==> config.mk <==
export PLATFORM = sky130hd
export DESIGN_NAME = sram_pixel_server
export DESIGN_NICKNAME = d
export VERILOG_FILES = /design/src/rtl/sram_pixel_server_pkg.sv /design/src/rtl/pixel_addr_gen.sv /design/src/rtl/sram_pixel_server.sv
export SDC_FILE = /design/constraint.sdc
export NUM_CORES = 1
export LEC_CHECK = 0
export CAP_MARGIN = 10
export CORE_ASPECT_RATIO = 1.2
export CORE_UTILIZATION = 48
export DETAILED_ROUTE_END_ITERATION = 6
export GPL_ROUTABILITY_DRIVEN = 0
export PLACE_DENSITY_LB_ADDON = 0.3
export REMOVE_ABC_BUFFERS = 1
export SLEW_MARGIN = 20
export SYNTH_ARGS = -nofsm -noshare
export SYNTH_HDL_FRONTEND = slang
export SYNTH_SLANG_ARGS = --single-unit
==> constraint.sdc <==
create_clock -name iCLK -period 3.4 [get_ports iCLK]
set_clock_uncertainty 0.2 [all_clocks]
set_input_delay 0.34 -clock iCLK [delete_from_list [all_inputs] [get_ports iCLK]]
set_output_delay 0.34 -clock iCLK [all_outputs]
set_load 0.01 [all_outputs]
==> src/rtl/sram_pixel_server_pkg.sv <==
// Shared frame/SRAM parameters and state encoding
// for the pixel server.
package sram_pixel_server_pkg;

  localparam int H_RES     = 640;
  localparam int V_RES     = 480;
  localparam int ADDR_W    = 20;
  localparam int BASE_ADDR = 0;
  localparam int READ_WAIT = 2;

  localparam logic [1:0] ST_IDLE = 2'd0;
  localparam logic [1:0] ST_READ = 2'd1;
  localparam logic [1:0] ST_RESP = 2'd2;

  typedef enum logic [1:0] {
    IDLE = ST_IDLE,
    READ = ST_READ,
    RESP = ST_RESP
  } state_e;

endpackage

==> src/rtl/pixel_addr_gen.sv <==
// Frame bounds check and linear SRAM word address
// for an (X,Y) pixel coordinate.
module pixel_addr_gen #(
  parameter int H_RES     = sram_pixel_server_pkg::H_RES,
  parameter int V_RES     = sram_pixel_server_pkg::V_RES,
  parameter int ADDR_W    = sram_pixel_server_pkg::ADDR_W,
  parameter int BASE_ADDR = sram_pixel_server_pkg::BASE_ADDR
) (
  input  logic [12:0]       iX,
  input  logic [12:0]       iY,
  output logic              in_range,
  output logic [ADDR_W-1:0] addr
);
  import sram_pixel_server_pkg::*;

  always_comb begin
    in_range = (32'(iX) < 32'(H_RES)) &&
               (32'(iY) < 32'(V_RES));
    addr = ADDR_W'(32'(BASE_ADDR) +
                   32'(iY) * 32'(H_RES) +
                   32'(iX));
  end

endmodule

==> src/rtl/sram_pixel_server.sv <==
// Pixel-coordinate read responder: async SRAM read
// with a one-entry last-pixel cache.
module sram_pixel_server #(
  parameter int H_RES     = sram_pixel_server_pkg::H_RES,
  parameter int V_RES     = sram_pixel_server_pkg::V_RES,
  parameter int ADDR_W    = sram_pixel_server_pkg::ADDR_W,
  parameter int BASE_ADDR = sram_pixel_server_pkg::BASE_ADDR,
  parameter int READ_WAIT = sram_pixel_server_pkg::READ_WAIT
) (
  input  logic              iCLK,
  input  logic              iRST,
  input  logic              iReq,
  input  logic [12:0]       iX,
  input  logic [12:0]       iY,
  input  logic              iFlush,
  output logic              oReady,
  output logic              oValid,
  output logic [9:0]        oReading,
  output logic              oOOR,
  output logic [ADDR_W-1:0] oSRAM_ADDR,
  output logic              oSRAM_CE_N,
  output logic              oSRAM_OE_N,
  output logic              oSRAM_WE_N,
  output logic              oSRAM_UB_N,
  output logic              oSRAM_LB_N,
  input  logic [15:0]       iSRAM_DQ
);
  import sram_pixel_server_pkg::*;

  state_e            state_q, state_d;
  logic [2:0]        cnt_q, cnt_d;
  logic              ready_q, ready_d;
  logic              valid_q, valid_d;
  logic              oor_q, oor_d;
  logic [9:0]        reading_q, reading_d;
  logic [ADDR_W-1:0] addr_q, addr_d;
  logic              strobe_q, strobe_d;
  logic              cvld_q, cvld_d;
  logic [12:0]       cx_q, cx_d;
  logic [12:0]       cy_q, cy_d;
  logic [9:0]        cpix_q, cpix_d;
  logic [12:0]       rx_q, rx_d;
  logic [12:0]       ry_q, ry_d;

  logic              in_range;
  logic [ADDR_W-1:0] lin_addr;
  logic              hit;
  logic              unused_dq;

  pixel_addr_gen #(
    .H_RES     (H_RES),
    .V_RES     (V_RES),
    .ADDR_W    (ADDR_W),
    .BASE_ADDR (BASE_ADDR)
  ) u_addr (
    .iX       (iX),
    .iY       (iY),
    .in_range (in_range),
    .addr     (lin_addr)
  );

  assign unused_dq = ^iSRAM_DQ[15:10];
  assign hit = cvld_q && !iFlush &&
               (iX == cx_q) && (iY == cy_q);

  always_comb begin
    state_d   = state_q;
    cnt_d     = cnt_q;
    valid_d   = 1'b0;
    oor_d     = oor_q;
    reading_d = reading_q;
    addr_d    = addr_q;
    strobe_d  = strobe_q;
    cvld_d    = cvld_q;
    cx_d      = cx_q;
    cy_d      = cy_q;
    cpix_d    = cpix_q;
    rx_d      = rx_q;
    ry_d      = ry_q;
    if (iFlush) cvld_d = 1'b0;
    case (state_q)
      IDLE: begin
        if (iReq) begin
          rx_d = iX;
          ry_d = iY;
          if (!in_range) begin
            state_d   = RESP;
            valid_d   = 1'b1;
            oor_d     = 1'b1;
            reading_d = 10'd0;
          end else if (hit) begin
            state_d   = RESP;
            valid_d   = 1'b1;
            oor_d     = 1'b0;
            reading_d = cpix_q;
          end else begin
            state_d  = READ;
            addr_d   = lin_addr;
            strobe_d = 1'b1;
            cnt_d    = 3'(READ_WAIT);
          end
        end
      end
      READ: begin
        if (cnt_q == 3'd0) begin
          // Refill wins over a same-edge flush.
          state_d   = RESP;
          strobe_d  = 1'b0;
          valid_d   = 1'b1;
          oor_d     = 1'b0;
          reading_d = iSRAM_DQ[9:0];
          cpix_d    = iSRAM_DQ[9:0];
          cx_d      = rx_q;
          cy_d      = ry_q;
          cvld_d    = 1'b1;
        end else begin
          cnt_d = cnt_q - 3'd1;
        end
      end
      RESP:    state_d = IDLE;
      default: state_d = IDLE;
    endcase
    ready_d = (state_d == IDLE);
  end

  always_ff @(posedge iCLK) begin
    if (iRST) begin
      state_q   <= IDLE;
      cnt_q     <= 3'd0;
      ready_q   <= 1'b1;
      valid_q   <= 1'b0;
      oor_q     <= 1'b0;
      reading_q <= 10'd0;
      addr_q    <= '0;
      strobe_q  <= 1'b0;
      cvld_q    <= 1'b0;
      cx_q      <= 13'd0;
      cy_q      <= 13'd0;
      cpix_q    <= 10'd0;
      rx_q      <= 13'd0;
      ry_q      <= 13'd0;
    end else begin
      state_q   <= state_d;
      cnt_q     <= cnt_d;
      ready_q   <= ready_d;
      valid_q   <= valid_d;
      oor_q     <= oor_d;
      reading_q <= reading_d;
      addr_q    <= addr_d;
      strobe_q  <= strobe_d;
      cvld_q    <= cvld_d;
      cx_q      <= cx_d;
      cy_q      <= cy_d;
      cpix_q    <= cpix_d;
      rx_q      <= rx_d;
      ry_q      <= ry_d;
    end
  end

  assign oReady     = ready_q;
  assign oValid     = valid_q;
  assign oReading   = reading_q;
  assign oOOR       = oor_q;
  assign oSRAM_ADDR = addr_q;
  assign oSRAM_CE_N = ~strobe_q;
  assign oSRAM_OE_N = ~strobe_q;
  assign oSRAM_UB_N = ~strobe_q;
  assign oSRAM_LB_N = ~strobe_q;
  assign oSRAM_WE_N = 1'b1;

endmodule

# Yosys cells after proc, flatten, opt, wreduce, memory -nomap -nowiden
# Cells that the tools add are included.
# classes
add_sub_neg	2
mul	1
magnitude_cmp	2
eq_ne	9
n_mux	32
bitwise	2
n_reduce_logical	15
# ops
cell	count
$mux W10	4
$eq A13 B13 Y1	2
$add A20 B13 Y20	1
$pmux W10 S2	1
$mux W1	14
$lt A13 B10 Y1 const B	1
$lt A13 B9 Y1 const B	1
$mul A13 B3 Y13 const B	1
$mux W3	4
$ne A2 B2 Y1 const B	5
$reduce_and A5 Y1	2
$mux W2	4
$reduce_and A4 Y1	2
$pmux W1 S2	3
$pmux W3 S2	1
$logic_and A1 B1 Y1	4
$logic_not A2 Y1	2
$pmux W2 S2	1
$reduce_and A2 Y1	2
$logic_not A3 Y1	1
$ne A3 B3 Y1 const B	1
$sub A3 B1 Y3 const B	1
$eq A2 B1 Y1 const B	1
$not A1 Y1	2
2 further kinds	2
# totals
register_bits	102
input_bits	46
output_inout_bits	38
wordCells	77

# Depth between registers and ports, before layout
# Gate-level depths: netlist of run 1.
# logic_depth
depth_word	9
mapped_depth	11
ltp_nobuf	11

# By module
# Synthesis of run 1 repeated with hierarchy kept, for this count alone.
# hier_totals
cells_unflattened	650
area_unflattened_um2	5392.7
# by_module_without_submodules
module	n_inst	cells_each	area_each_um2	seq_area_each_um2
sram_pixel_server	1	514	4301.6	2042.0
pixel_addr_gen	1	136	1091.0	0.0

# Worst setup path after synthesis of run 1
# Ideal clock, no wire load.
# synth_timing
kind	input -> register
startpoint	input port iY[1]
endpoint	register addr_q[19] (netlist: oSRAM_ADDR[19])
setup_time_ns	0.092
arrival_time_ns	2.606
t_required_ns	3.108
slack_ns	0.502
stages	9
n_path_buf	0
cell_sequence	ha_1 > ha_1 > fa_1 > a211o_1 > a2111o_1 > nand3_2 > o211ai_1 > o211a_1 > nor4_1
# synth_between
elab_chain_cells	4
elab_cells_between_ends	8
cone_classes	add/sub (1); mul (1); order compare (1); eq/ne (1); bitwise (1); reduce/logical (3)
# synth_lines
item	line	source
from (decl)	sram_pixel_server.sv:14	input logic [12:0] iY,
branches (longest 4 deep; another with $add A20 B13 Y20)	-	
to (signal assigned)	sram_pixel_server.sv:149	addr_q <= addr_d;
to (decl)	sram_pixel_server.sv:36	logic [ADDR_W-1:0] addr_q, addr_d;
# Several ways; the timed one is not identified.
# A chain may end at the register's enable or synchronous reset.

# Worst setup path after layout of run 1
# Same ends and word-level chain as after synthesis.

==> impl_results.md, run 1 <==
- Number of buffers created by CTS: 9
- Post-CTS sizing: 0
- Slowest stage cell, crit path: clkdlybuf4s50_1
- Antenna violations before repair: 0
- Drt wl/cell: 15.3 um
- H-tree Lvls: 3
- Initial Util: 50.1%
- Synth Area per Inst: 8.20 sq um
- Clock Latency Late Sink: 340 ps
- Post-Route Hold Slack: 251 ps
- CP Launch Type: input pin
- Global route overflow: 0
- Initial DRT Pass Iterations: 5
- Die width: 96.0 um
- Worst VDD drop: 0.269 mV
- Critical Path Sink Type: register
- Hold Path Class: register to register
- Crit Path Category: input pin to register
- CP delay by family, top: adder cells
- Area Overhead vs Synth: 25.3%
- Register share of total power: 43.1%
- Synth top cells by count: 154 x nand2_1, 102 x dfxtp_1, 99 x a21oi_1, 27 x ha_1, 26 x nor2_1
- Post-synthesis sequential area ratio: 40.1%
- Yosys warns: 0
- Gate power share: 18.3%
- Leakage power total: 0.00230 uW
- Worst setup path startpoint: iY[1]
- Crit path top cell by count: ha_1
- Reg2reg end: oReading[7]
- Hold Vio Cnt, Final: 0
- Placed inst area: 6050 sq um
- DRC errors left: 0
- Power Internal: 2140 uW
- Post-Route Utilization: 62.8%
- Synth cell types: 57
- Clk pwr share: 38.6%
- Hold Path Depth: 2
- Number of global-route vias before repair: 4421
- Tcrit/Tclk final: 95.9%
- Pwr/cell area: 452 nW/um^2
- EDFF count, synth: 0
- HPWL Detailed: 8.82 mm
- NetSw: 742 uW
- Relative slew slack: 42.7%
- Die area: 11000 sq um
- CTS tree: done
- Max Freq: 307 MHz
- Core Region: 10200 sq um
- Yosys top cell area share: 40.1%
- Top-count cell post-synth: nand2_1
- Tot Pwr: 2880 uW
- Max_cap viols: 0
- R2R depth: 7
- IO Count: 84
- Vias per cell: 5.59
- # setup viols final: 0
- Synthesized cell area: 5090 sq um
- Worst Path Max Fanout: 4
- Final count of pins violating max slew: 0
- Reg2reg setup slack: 1020 ps
- GRT Util Overall: 23.9%
- Worst hold start: ry_q[8]
- Root buf cell: clkbuf_16
- Ant diodes: 0
- Share of post-route cells with drive strength above 1: 9.25%
- Largest net degree at the start of global routing: 73
- Worst-margin pin slew: 857 ps
- Worst hold endpoint: cy_q[8]
- Reg-to-reg startpoint: cx_q[6]
- Row count: 40
- Clock transition at path regs: 70 ps
- Clock tree buffer depth: 2
- Clk sinks: 102
- CP required: 3450 ps
- Post-synth top area cell: dfxtp_1
- Final net count: 773
- Die height: 115 um
- Sw Ratio: 25.7%
- Iter 0 DRT Violations: 244
- Post-route cell area: 6380 sq um
- Port Buffers: 76
- #FFs+latches synth: 102
- Via count: 4632
- Syn Inst Count: 621
- Final ANT Viol Nets: 0
- Crit-path max cell delay: 490 ps
- CP cell instances: clkdlybuf4s50_1 -> ha_1 -> ha_1 -> fa_1 -> ha_1 -> o21a_1 -> o31a_1 -> o21a_1 -> o211ai_1 -> o211a_1 -> nor4_1
- Buffers & Inverters on Critical Path: 1
- Asr flop ratio synth: 0%
- Cells taking the most area after synthesis: dfxtp_1 40%, nand2_1 11%, a21oi_1 9.7%
- Post-synth top flop: dfxtp_1
- Setup bufs post-CTS: 0
- DP Worst Slack: -256 ps
- PnR worst setup slack: 138 ps
- Arr. time, crit path: 3310 ps
- First-pass GRT wire length: 20.6 mm
- Status: finished, final reports clean
- Unrepaired setup endpoints after global routing: no
- Post-Route WL: 12.7 mm
- Hold buffer count at CTS: 0
- Final min period: 3260 ps
[sequential cells by signal (all words and copies together), names as in the netlist]
| name | cells |
|---|---|
| rx_q | 13 |
| state_q | 2 |
| oReady | 1 |
| cx_q | 13 |
| strobe_q | 1 |
| ry_q | 13 |
| cpix_q | 10 |
| oSRAM_ADDR | 20 |
| cy_q | 13 |
| oReading | 10 |
| cvld_q | 1 |
| cnt_q | 3 |
| oOOR | 1 |
| oValid | 1 |
[layout by cell type (no fill, tap or decap), types with 3 or more instances in the layout]
cell type,Yosys,routed
nor4_1,9,9
a311oi_2,8,8
a211oi_1,5,5
a21oi_1,99,99
nor2b_1,5,5
mux2i_1,4,4
o21a_1,4,4
inv_1,8,8
nor3_1,7,7
nand4_1,8,8
xor2_1,16,16
ha_1,27,27
nor2_1,26,24
clkdlybuf4s50_1,0,75
nand2b_1,5,5
o21ai_0,10,10
and3_1,3,3
or2_2,3,3
xnor2_1,23,23
nand3_1,6,6
a22oi_1,10,10
dfxtp_1,102,102
a221oi_1,3,3
nand2_1,154,154
clkbuf_16,0,9
o211ai_1,3,3
buf_4,5,30
[worst max path at each step]
stage	end	slack (ps)	cells after the start
after floorplan	oReading[0]	470	5
after global placement	oSRAM_ADDR[19]	-120	11
after detailed placement	oSRAM_ADDR[19]	-260	11
after CTS	oSRAM_ADDR[19]	110	11
after global routing	oSRAM_ADDR[19]	60	11
final	oSRAM_ADDR[19]	140	11
[metrics by stage]
step | setup TNS [ps] | cells
after floorplan | 0 | 582
after global placement | -387 | 813
after detailed placement | -990 | 813
after CTS | 0 | 829
after global routing | 0 | 829
final | 0 | 829
[cells by family (layout without fill, tap and decap cells)]
| family | count (synthesis) | after routing | share of synthesized area (%) |
|---|---|---|---|
| adders and majority gates | 29 | 29 | 7.42 |
| xor gates and xnor gates | 39 | 39 | 6.71 |
| muxes | 4 | 4 | 0.786 |
| AOI/OAI and AO/OA | 164 | 164 | 20.4 |
| buffers and inverters | 47 | 129 | 4.13 |
| other | 1 | 1 | 0.0737 |
| and+or+nand+nor | 235 | 235 | 20.3 |
| DFF | 102 | 102 | 40.1 |
[power by group through the flow]
stage	combinational [uW]	sequential [uW]	clock, uW
2_1_floorplan	308	1270	0
3_3_place_gp	507	1270	0
3_5_place_dp	520	1270	0
4_1_cts	525	1240	1130
5_1_grt	578	1240	1180
6_report	529	1240	1110
[tightest hold or removal path: cells and delay by family (launching register included)]
kind,cells,cell delay (ps)
AND/OR/NAND/NOR,1,50
AO/OA/AOI/OAI,1,50
flip-flops,1,310
[layout make-up]
type	instances	area, sq um
inverter	8	30.0
fill	872	3780
tap	126	158
clock buffer	11	243
clock inverter	5	82.6
multi-input combinational	472	2850
timing repair buffer	105	976
sequential	102	2040
[metal layers]
metal  track usage [%]  vias up  wire, um  part of all wire (%)
li1                  -     2296         -                     -
met1              28.4     2197      5250                    41
met2              42.1      118      6550                    52
met3              4.03       21       580                   4.6
met4              9.75        0       291                   2.3
met5                 0        -         0                     0
Note: power is estimated with default switching activity, not from simulation.
==> inputs of run 2 (changes only) <==
--- a/config.mk
+++ b/config.mk
@@ -10,6 +10,7 @@
 export CORE_UTILIZATION = 48
 export DETAILED_ROUTE_END_ITERATION = 6
 export GPL_ROUTABILITY_DRIVEN = 0
+export MAX_ROUTING_LAYER = met4
 export PLACE_DENSITY_LB_ADDON = 0.3
 export REMOVE_ABC_BUFFERS = 1
 export SLEW_MARGIN = 20
==> run 2 against run 1 <==
Clock power about the same. Die area unchanged. Count of clock-buffer cells in the layout stayed put. Sequential cell count did not move. Routed wire length rose by 0.35%. Power rose by 0.15%. Cell count is the same. Utilization did not move. Largest power group unchanged. Highest routed layer unchanged.
==> impl_results.md, run 2 (same netlist as run 1, synthesis figures left out) <==
- Leakage power total: 0.00230 uW (unchanged)
- Worst VDD drop: 0.270 mV (+0.41%)
- Die width: 96.0 um (unchanged)
- Status: finished, final reports clean
- IO Count: 84 (unchanged)
- CP Launch Type: input pin
- Global route overflow: 0 (unchanged)
- Root buf cell: clkbuf_16
- Die height: 115 um (unchanged)
- Unrepaired setup endpoints after global routing: no
- Antenna violations before repair: 0 (unchanged)
- First-pass GRT wire length: 20.6 mm (unchanged)
- Final count of pins violating max slew: 0 (unchanged)
- CP cell instances: clkdlybuf4s50_1 -> ha_1 -> ha_1 -> fa_1 -> ha_1 -> o21a_1 -> o31a_1 -> o21a_1 -> o211ai_1 -> o211a_1 -> nor4_1
- Core Region: 10200 sq um (unchanged)
- Commonest non-fill, non-tap cells in the layout: 154 x nand2_1, 102 x dfxtp_1, 99 x a21oi_1, 75 x clkdlybuf4s50_1, 30 x buf_4
- Crit Path Category: input pin to register
- DP Worst Slack: -256 ps (unchanged)
- Largest net degree at the start of global routing: 73 (unchanged)
- Tcrit/Tclk final: 96.2% (+0.23 points)
- Reg-to-reg startpoint: cx_q[6]
- Hold Vio Cnt, Final: 0 (unchanged)
- Share of post-route cells with drive strength above 1: 9.25% (unchanged)
- Port Buffers: 76 (unchanged)
- Worst setup path startpoint: iY[1]
- Clock Latency Late Sink: 340 ps (about the same)
- H-tree Lvls: 3 (unchanged)
- Relative slew slack: 42.6% (-0.15 points)
- Setup crit end: oSRAM_ADDR[19]
- Max FFs per register: 20 (unchanged)
- Die area: 11000 sq um (unchanged)
- Final net count: 773 (unchanged)
- HPWL Detailed: 8.82 mm (unchanged)
- Pwr/cell area: 452 nW/um^2 (+0.15%)
- Clk sinks: 102 (unchanged)
- Post-Route WL: 12.7 mm (+0.35%)
- CTS tree: done
- Crit path top cell by count: ha_1
- Slowest stage cell, crit path: clkdlybuf4s50_1
- Worst Path Max Fanout: 4 (unchanged)
- Hold buffer count at CTS: 0 (unchanged)
- Initial Util: 50.1% (unchanged)
- Number of buffers created by CTS: 9 (unchanged)
- Iter 0 DRT Violations: 242 (-0.82%)
- Critical Path Sink Type: register
- R2R depth: 7 (unchanged)
- Crit-path max cell delay: 500 ps (about the same)
- Reg2reg end: oReading[7]
- CP delay by family, top: adder cells
- Initial DRT Pass Iterations: 5 (unchanged)
- Clock tree buffer depth: 2 (unchanged)
- Vias per cell: 5.62 (+0.56%)
- DRC errors left: 0 (unchanged)
- Final min period: 3270 ps (+7.84 ps)
- Arr. time, crit path: 3320 ps (about the same)
- Area Overhead vs Synth: 25.3% (unchanged)
- Ant diodes: 0 (unchanged)
- # setup viols final: 0 (unchanged)
- Number of global-route vias before repair: 4421 (unchanged)
- Hold Path Class: register to register
- GRT Util Overall: 24.6% (+0.73 points)
- Post-Route Hold Slack: 250 ps (-0.251 ps)
- Buffers & Inverters on Critical Path: 1 (unchanged)
- Commonest non-fill, non-tap cell in the layout: nand2_1
- Row count: 40 (unchanged)
- Final ANT Viol Nets: 0 (unchanged)
- Max Freq: 306 MHz (-0.24%)
- CP required: 3450 ps (about the same)
- Clock transition at path regs: 70 ps (about the same)
- Max_cap viols: 0 (unchanged)
- PnR worst setup slack: 130 ps (-7.84 ps)
- WP depth: 11 (unchanged)
- Reg2reg setup slack: 1020 ps (about the same)
- Via count: 4658 (+0.56%)
- Drt wl/cell: 15.3 um (+0.35%)
- Worst-margin pin slew: 860 ps (+2.26 ps)
## run 2: cell counts in the layout (fill, tap and decap cells not counted)
No cell type changed its count.
## run 2: per-layer routing
layer  part of all wire [%]  wire length (um)  track usage [%]  up-vias
li1                       -                 -                -     2298
met1                     41              5200             28.5     2172
met2                     51              6520             42.0      165
met3                    5.3               678             4.43       23
met4                    2.5               316             9.15        0
met5                      0                 0                -        -
## run 2: timing repair
| item | CTS | global route |
|---|---|---|
| resized for setup | 0 | 1 |
| setup buffers | 0 | 0 |
| endpoints found under the setup margin | 0 | 1 |
## run 2: layout make-up
| type | instances | area (sq um) |
|---|---|---|
| Clock inverter | 5 | 82.6 |
| Inverter | 8 | 30.0 |
| Multi-Input combinational cell | 472 | 2850 |
| Fill cell | 872 | 3780 |
| Clock buffer | 11 | 243 |
| Sequential cell | 102 | 2040 |
| Timing Repair Buffer | 105 | 976 |
| Tap cell | 126 | 158 |
## run 2: how the worst min path moves through the flow
stage	from	to	slack, ps	cells after the start
2_1_floorplan	iRST	oReading[0]	210	1
3_3_place_gp	ry_q[3]	cy_q[3]	240	2
3_5_place_dp	ry_q[3]	cy_q[3]	240	2
4_1_cts	ry_q[7]	cy_q[7]	250	2
5_1_grt	ry_q[8]	cy_q[8]	260	2
6_report	ry_q[8]	cy_q[8]	250	2
## run 2: stage by stage
stage | setup TNS (ps) | total power (uW) | util [%] | area (sq um) | cells
6_report | 0 | 2890 | 62.8 | 6380 | 829
4_1_cts | 0 | 2890 | 62.8 | 6380 | 829
5_1_grt | 0 | 3000 | 62.8 | 6380 | 829
2_1_floorplan | 0 | 1580 | - | 4910 | 582
3_5_place_dp | -990 | 1790 | 59.6 | 6050 | 813
3_3_place_gp | -387 | 1770 | 59.6 | 6050 | 813
## run 2: worst min-delay path, cell delays in order, from the launching register on
cell	delay, ps
dfxtp_1	310
nand2_1	50
a21oi_1	50
## run 2: where the power goes
group          internal [uW]  total [uW]  switching (uW)
Clock                    667        1120             449
Sequential              1220        1240            15.9
Combinational            248         529             281
